===== config.mk =====
export PLATFORM = sky130hd
export DESIGN_NAME = dm_tx_encoder
export DESIGN_NICKNAME = d
export VERILOG_FILES = /design/src/rtl/dm_tx_encoder.sv
export SDC_FILE = /design/constraint.sdc
export NUM_CORES = 1
export LEC_CHECK = 0
export CORE_AREA = 8 8 59 61
export DETAILED_ROUTE_END_ITERATION = 16
export DIE_AREA = 0 0 67 69
export PLACE_DENSITY = 0.71
export SETUP_SLACK_MARGIN = 0.2
export SLEW_MARGIN = 25
export SYNTH_ARGS = -nofsm -noshare
export SYNTH_HDL_FRONTEND = slang
export SYNTH_SLANG_ARGS = --single-unit

===== constraint.sdc =====
create_clock -name clk -period 1.85 [get_ports clk]
set_clock_uncertainty 0.15 [all_clocks]
set_input_delay 0.4625 -clock clk [delete_from_list [all_inputs] [get_ports clk]]
set_output_delay 0.4625 -clock clk [all_outputs]
set_load 0.01 [all_outputs]

===== src/rtl/dm_tx_encoder.sv =====
// Differential Manchester line transmitter: valid/ready word input, MSB-first serial txd output.
// Optional preamble of '1' bits is compiled in with `define DM_TX_PREAMBLE_EN.
module dm_tx_encoder #(
   parameter int unsigned DATA_W        = 8,
   parameter int unsigned PREAMBLE_BITS = 16
) (
   input  logic              clk,
   input  logic              rst_n,
   input  logic              tx_ce2x,
   input  logic [DATA_W-1:0] tx_data,
   input  logic              tx_valid,
   output logic              tx_ready,
   output logic              txd,
   output logic              tx_busy,
   output logic              tx_phase
);

   localparam int unsigned BIT_CNT_W = (DATA_W > 1) ? $clog2(DATA_W) : 1;

   localparam logic [1:0] ST_IDLE = 2'd0;
   localparam logic [1:0] ST_DATA = 2'd2;
   localparam logic [BIT_CNT_W-1:0] LAST_BIT = BIT_CNT_W'(DATA_W - 1);

   if (PREAMBLE_BITS < 1 || PREAMBLE_BITS > 255) begin : g_bad_preamble
      $error("PREAMBLE_BITS must be in 1..255");
   end

`ifdef DM_TX_PREAMBLE_EN
   localparam int unsigned PRE_CNT_W = 8;
   localparam logic [1:0]  ST_PRE    = 2'd1;

   logic [PRE_CNT_W-1:0] pre_cnt, pre_cnt_d;
`endif

   logic [1:0]           state, state_d;
   logic [DATA_W-1:0]    hold, hold_d;
   logic [DATA_W-1:0]    shreg, shreg_d;
   logic [BIT_CNT_W-1:0] bit_cnt, bit_cnt_d;
   logic                 hold_full, hold_full_d;
   logic                 txd_d, phase_d;
   logic                 load;

   // The ready flop is the inverted holding-register flag.
   assign hold_full = ~tx_ready;

   // State register and all registered outputs.
   always_ff @(posedge clk) begin
      if (!rst_n) begin
         state    <= ST_IDLE;
         hold     <= '0;
         shreg    <= '0;
         bit_cnt  <= '0;
         tx_ready <= 1'b1;
         txd      <= 1'b0;
         tx_busy  <= 1'b0;
         tx_phase <= 1'b0;
`ifdef DM_TX_PREAMBLE_EN
         pre_cnt  <= '0;
`endif
      end else begin
         state    <= state_d;
         hold     <= hold_d;
         shreg    <= shreg_d;
         bit_cnt  <= bit_cnt_d;
         tx_ready <= ~hold_full_d;
         txd      <= txd_d;
         tx_busy  <= (state_d != ST_IDLE);
         tx_phase <= phase_d;
`ifdef DM_TX_PREAMBLE_EN
         pre_cnt  <= pre_cnt_d;
`endif
      end
   end

   // tx_phase records which half of the bit the last step executed; 1 means the next step is a boundary.
   always_comb begin
      state_d     = state;
      hold_d      = hold;
      hold_full_d = hold_full;
      shreg_d     = shreg;
      bit_cnt_d   = bit_cnt;
      txd_d       = txd;
      phase_d     = tx_phase;
      load        = 1'b0;
`ifdef DM_TX_PREAMBLE_EN
      pre_cnt_d   = pre_cnt;
`endif

      if (tx_ce2x) begin
         case (state)
            ST_IDLE: begin
               if (hold_full) begin
`ifdef DM_TX_PREAMBLE_EN
                  state_d   = ST_PRE;
                  pre_cnt_d = PRE_CNT_W'(PREAMBLE_BITS - 1);
                  txd_d     = ~txd;
                  phase_d   = 1'b0;
`else
                  load      = 1'b1;
`endif
               end
            end
`ifdef DM_TX_PREAMBLE_EN
            ST_PRE: begin
               if (!tx_phase) begin
                  txd_d   = ~txd;
                  phase_d = 1'b1;
               end else if (pre_cnt != '0) begin
                  pre_cnt_d = pre_cnt - PRE_CNT_W'(1);
                  txd_d     = ~txd;
                  phase_d   = 1'b0;
               end else begin
                  load = 1'b1;
               end
            end
`endif
            ST_DATA: begin
               if (!tx_phase) begin
                  txd_d   = txd ^ shreg[DATA_W-1];
                  phase_d = 1'b1;
               end else if (bit_cnt != '0) begin
                  shreg_d   = shreg << 1;
                  bit_cnt_d = bit_cnt - BIT_CNT_W'(1);
                  txd_d     = ~txd;
                  phase_d   = 1'b0;
               end else if (hold_full) begin
                  load = 1'b1;
               end else begin
                  state_d = ST_IDLE;
                  phase_d = 1'b0;
               end
            end
            default: begin
               state_d = ST_IDLE;
               phase_d = 1'b0;
            end
         endcase

         // Word load doubles as phase 0 of the new word's MSB.
         if (load) begin
            state_d     = ST_DATA;
            shreg_d     = hold;
            hold_full_d = 1'b0;
            bit_cnt_d   = LAST_BIT;
            txd_d       = ~txd;
            phase_d     = 1'b0;
         end
      end

      if (tx_valid && !hold_full) begin
         hold_d      = tx_data;
         hold_full_d = 1'b1;
      end
   end

endmodule

==> flow_summary.json <==
{
  "cts_tree": "yes",
  "clk_latency_ns": 0.31,
  "synth_seq_area_share_pct": 42.7,
  "worst-path-max-fanout": 7,
  "netlist_instances": 128,
  "drc_errors": 0,
  "rsz0062_at_grt": "yes",
  "critPathArrivalTime_ns": 1.79,
  "die-height_um": 69,
  "fillers": 252,
  "drv_slew": 0,
  "place_inst": 175,
  "r2r_start": "bit_cnt[1]",
  "synth_largest_area_cell": "dfxtp_1",
  "grt.total_usage_pct": 11.3,
  "first_pass_iters": 6,
  "period_needed_ns": 1.72,
  "wl_mm": 2.43,
  "cts_made_buffers": 3,
  "viasPerCell": 5.39,
  "grt_pass1_wl_mm": 4.40,
  "endpoint": "shreg[4]",
  "syn_area_per_cell_sq_um": 9.16,
  "reg2reg_depth": 8,
  "die_area_sq_um": 4620,
  "grt_max_degree": 23,
  "synth_top_area_share_pct": 42.7,
  "core_sq_um": 2620,
  "utilization_pct": 58.3,
  "port-buffer-count": 15,
  "drive_gt1_share_pct": 24.8,
  "syn_nets": 142,
  "crit_type": "register to register",
  "area_delta_synth_final_pct": 30.0,
  "synth-seq-cells": 25,
  "row_count": 19,
  "tns_ns": 0,
  "r2r_setup_slack_ns": 0.13,
  "clkTransAtPathRegs_ns": 0.14,
  "ys_types": 34,
  "synth_edf_count": 0,
  "initialDrtViolationCount": 36,
  "synth-async-reset-ratio_pct": 0,
  "ant_nets": 0,
  "synth_area_sq_um": 1170,
  "maxCapViolCount": 0,
  "worst_hold_slack_ns": 0.319,
  "fmax_ghz": 0.580,
  "finalHoldViolCount": 0,
  "fin_area_sq_um": 1520,
  "wire_per_inst_um": 13.2,
  "setup_viol": 0,
  "num_antenna_cells": 0,
  "r2r-end": "shreg[4]",
  "io_pins": 16,
  "grt_antenna_before_repair": 0,
  "vias": 991,
  "slew_headroom_pct": 81.2,
  "clockBufferDepth": 2,
  "fin_crit_sh_pct": 93.1,
  "initial_core_util_pct": 44.8,
  "dpl.hpwl_mm": 1.78,
  "grt_pass1_vias": 1027,
  "power_leakage_nw": 0.570,
  "gp_congestion": 0.800,
  "synth.top_cells.by_area": "dfxtp_1 (43%), a21oi_1 (8.1%), a211oi_2 (7.5%)",
  "start_kind": "register",
  "synth_common_cells": "dfxtp_1 (25), a21oi_1 (19), nand2_1 (15)",
  "clock-sinks": 25,
  "power_density_nw_per_um2": 760,
  "final_nets": 168,
  "ys.flop_type": "dfxtp_1",
  "synth.most_common_cell": "dfxtp_1",
  "multi_input_area_sq_um": 642,
  "placed_area_sq_um": 1430,
  "chipWidth_um": 67,
  "yosys_warnings": 0,
  "root_buffer": "clkbuf_4",
  "required_ns": 1.91,
  "irDropWorstVdd_mv": 0.624,
  "cp-end-kind": "register",
  "h-tree-depth": 1,
  "stdcell_count": 184,
  "hold_class": "register to register",
  "overflow": 0,
  "ff_latch_area_sq_um": 507,
  "worst_pin_slew_ns": 0.281,
  "setup.worst_path.start": "bit_cnt[1]",
  "run_status": "finished, final reports clean"
}
==> cell usage in the layout, fill, tap and decap left out, types with 2 or more instances in the layout <==
cell type        synthesis  final
o31ai_1                  2      2
buf_12                   0      3
nand2_1                 15     15
dlygate4sd2_1            0      4
nand2b_1                 2      2
nor2_1                   4      4
a21oi_1                 19     19
inv_1                    5      3
dfxtp_2                  0      2
mux2i_1                  7      6
nand3_1                  9      9
clkdlybuf4s50_1          0     11
dfxtp_1                 25     22
clkbuf_4                 0      3
nand4b_1                 2      2
buf_4                    0     10
a211oi_2                 7      9
inv_2                    0      2
nor2b_1                  2      2
==> worst max-delay path, cell delays in order (launching register included) <==
cell and delay (ns):
dfxtp_2 0.35, inv_2 0.07, ha_4 0.16, nand3b_4 0.09, a211oi_4 0.23, buf_6 0.18
buf_12 0.12, mux2i_2 0.20, a211oi_2 0.08
==> registers in the layout (all words and copies together), names as in the netlist <==
register	count
hold	8
shreg	8
bit_cnt	3
state	2
tx_busy	1
tx_phase	1
tx_ready	1
txd	1
==> routing by layer <==
metal / up-vias / global-route usage, % / part of all wire [%]
met1: 460 / 13.5 / 46
met5: - / 0 / 0
met4: 0 / 2.09 / 0.58
met3: 2 / 3.07 / 4.8
li1: 509 / - / -
met2: 20 / 19.6 / 48
==> where the power goes <==
part / switching, W / internal, W / total, W / leakage [nW]
Sequential: 0.0000291 / 0.000580 / 0.000609 / 0.207
Combinational: 0.000146 / 0.000161 / 0.000307 / 0.348
Clock: 0.000158 / 0.0000842 / 0.000242 / 0.0150
==> logic make-up after synthesis <==
logic type,count (synthesis),share of synthesized area [%]
compound gates,39,24.3
xor+xnor,1,0.747
fa+ha+maj,2,2.13
buf+inv,13,4.91
flops,25,42.7
mux,7,5.98
simple gates,41,19.2
==> what timing repair did <==
| item | CTS | global route |
|---|---|---|
| pin swaps | 1 | 0 |
| resized for setup | 13 | 1 |
| hold buffers | 0 | 0 |
| buffers inserted | 4 | 1 |
| endpoints found under the setup margin | 14 | 11 |
==> how the worst min path moves through the flow <==
stage               startpoint  endpoint  slack, ns  cells past startpoint
floorplan              hold[1]   hold[1]       0.29                      2
global placement       hold[6]   hold[6]       0.30                      2
detailed placement     hold[6]   hold[6]       0.30                      2
CTS                    hold[6]   hold[6]       0.32                      2
global route           hold[3]   hold[3]       0.35                      2
finish                 hold[6]   hold[6]       0.32                      2
==> layout make-up <==
| cell class | count | area share [%] |
|---|---|---|
| Multi-Input combinational cell | 90 | 42.1 |
| Sequential cell | 25 | 33.3 |
| Timing Repair Buffer | 29 | 19.1 |
| Tap cell | 31 | 2.55 |
| Clock buffer | 4 | 1.72 |
| Inverter | 5 | 1.23 |
==> through the flow <==
stage / total power [W] / setup WS, ns
after floorplan: 0.000803 / 0.150
after global placement: 0.000894 / -0.0261
after detailed placement: 0.000904 / -0.107
after CTS: 0.00116 / 0.148
after global routing: 0.00122 / 0.0615
final: 0.00116 / 0.127
No activity file was read; power rests on OpenSTA's default activity.
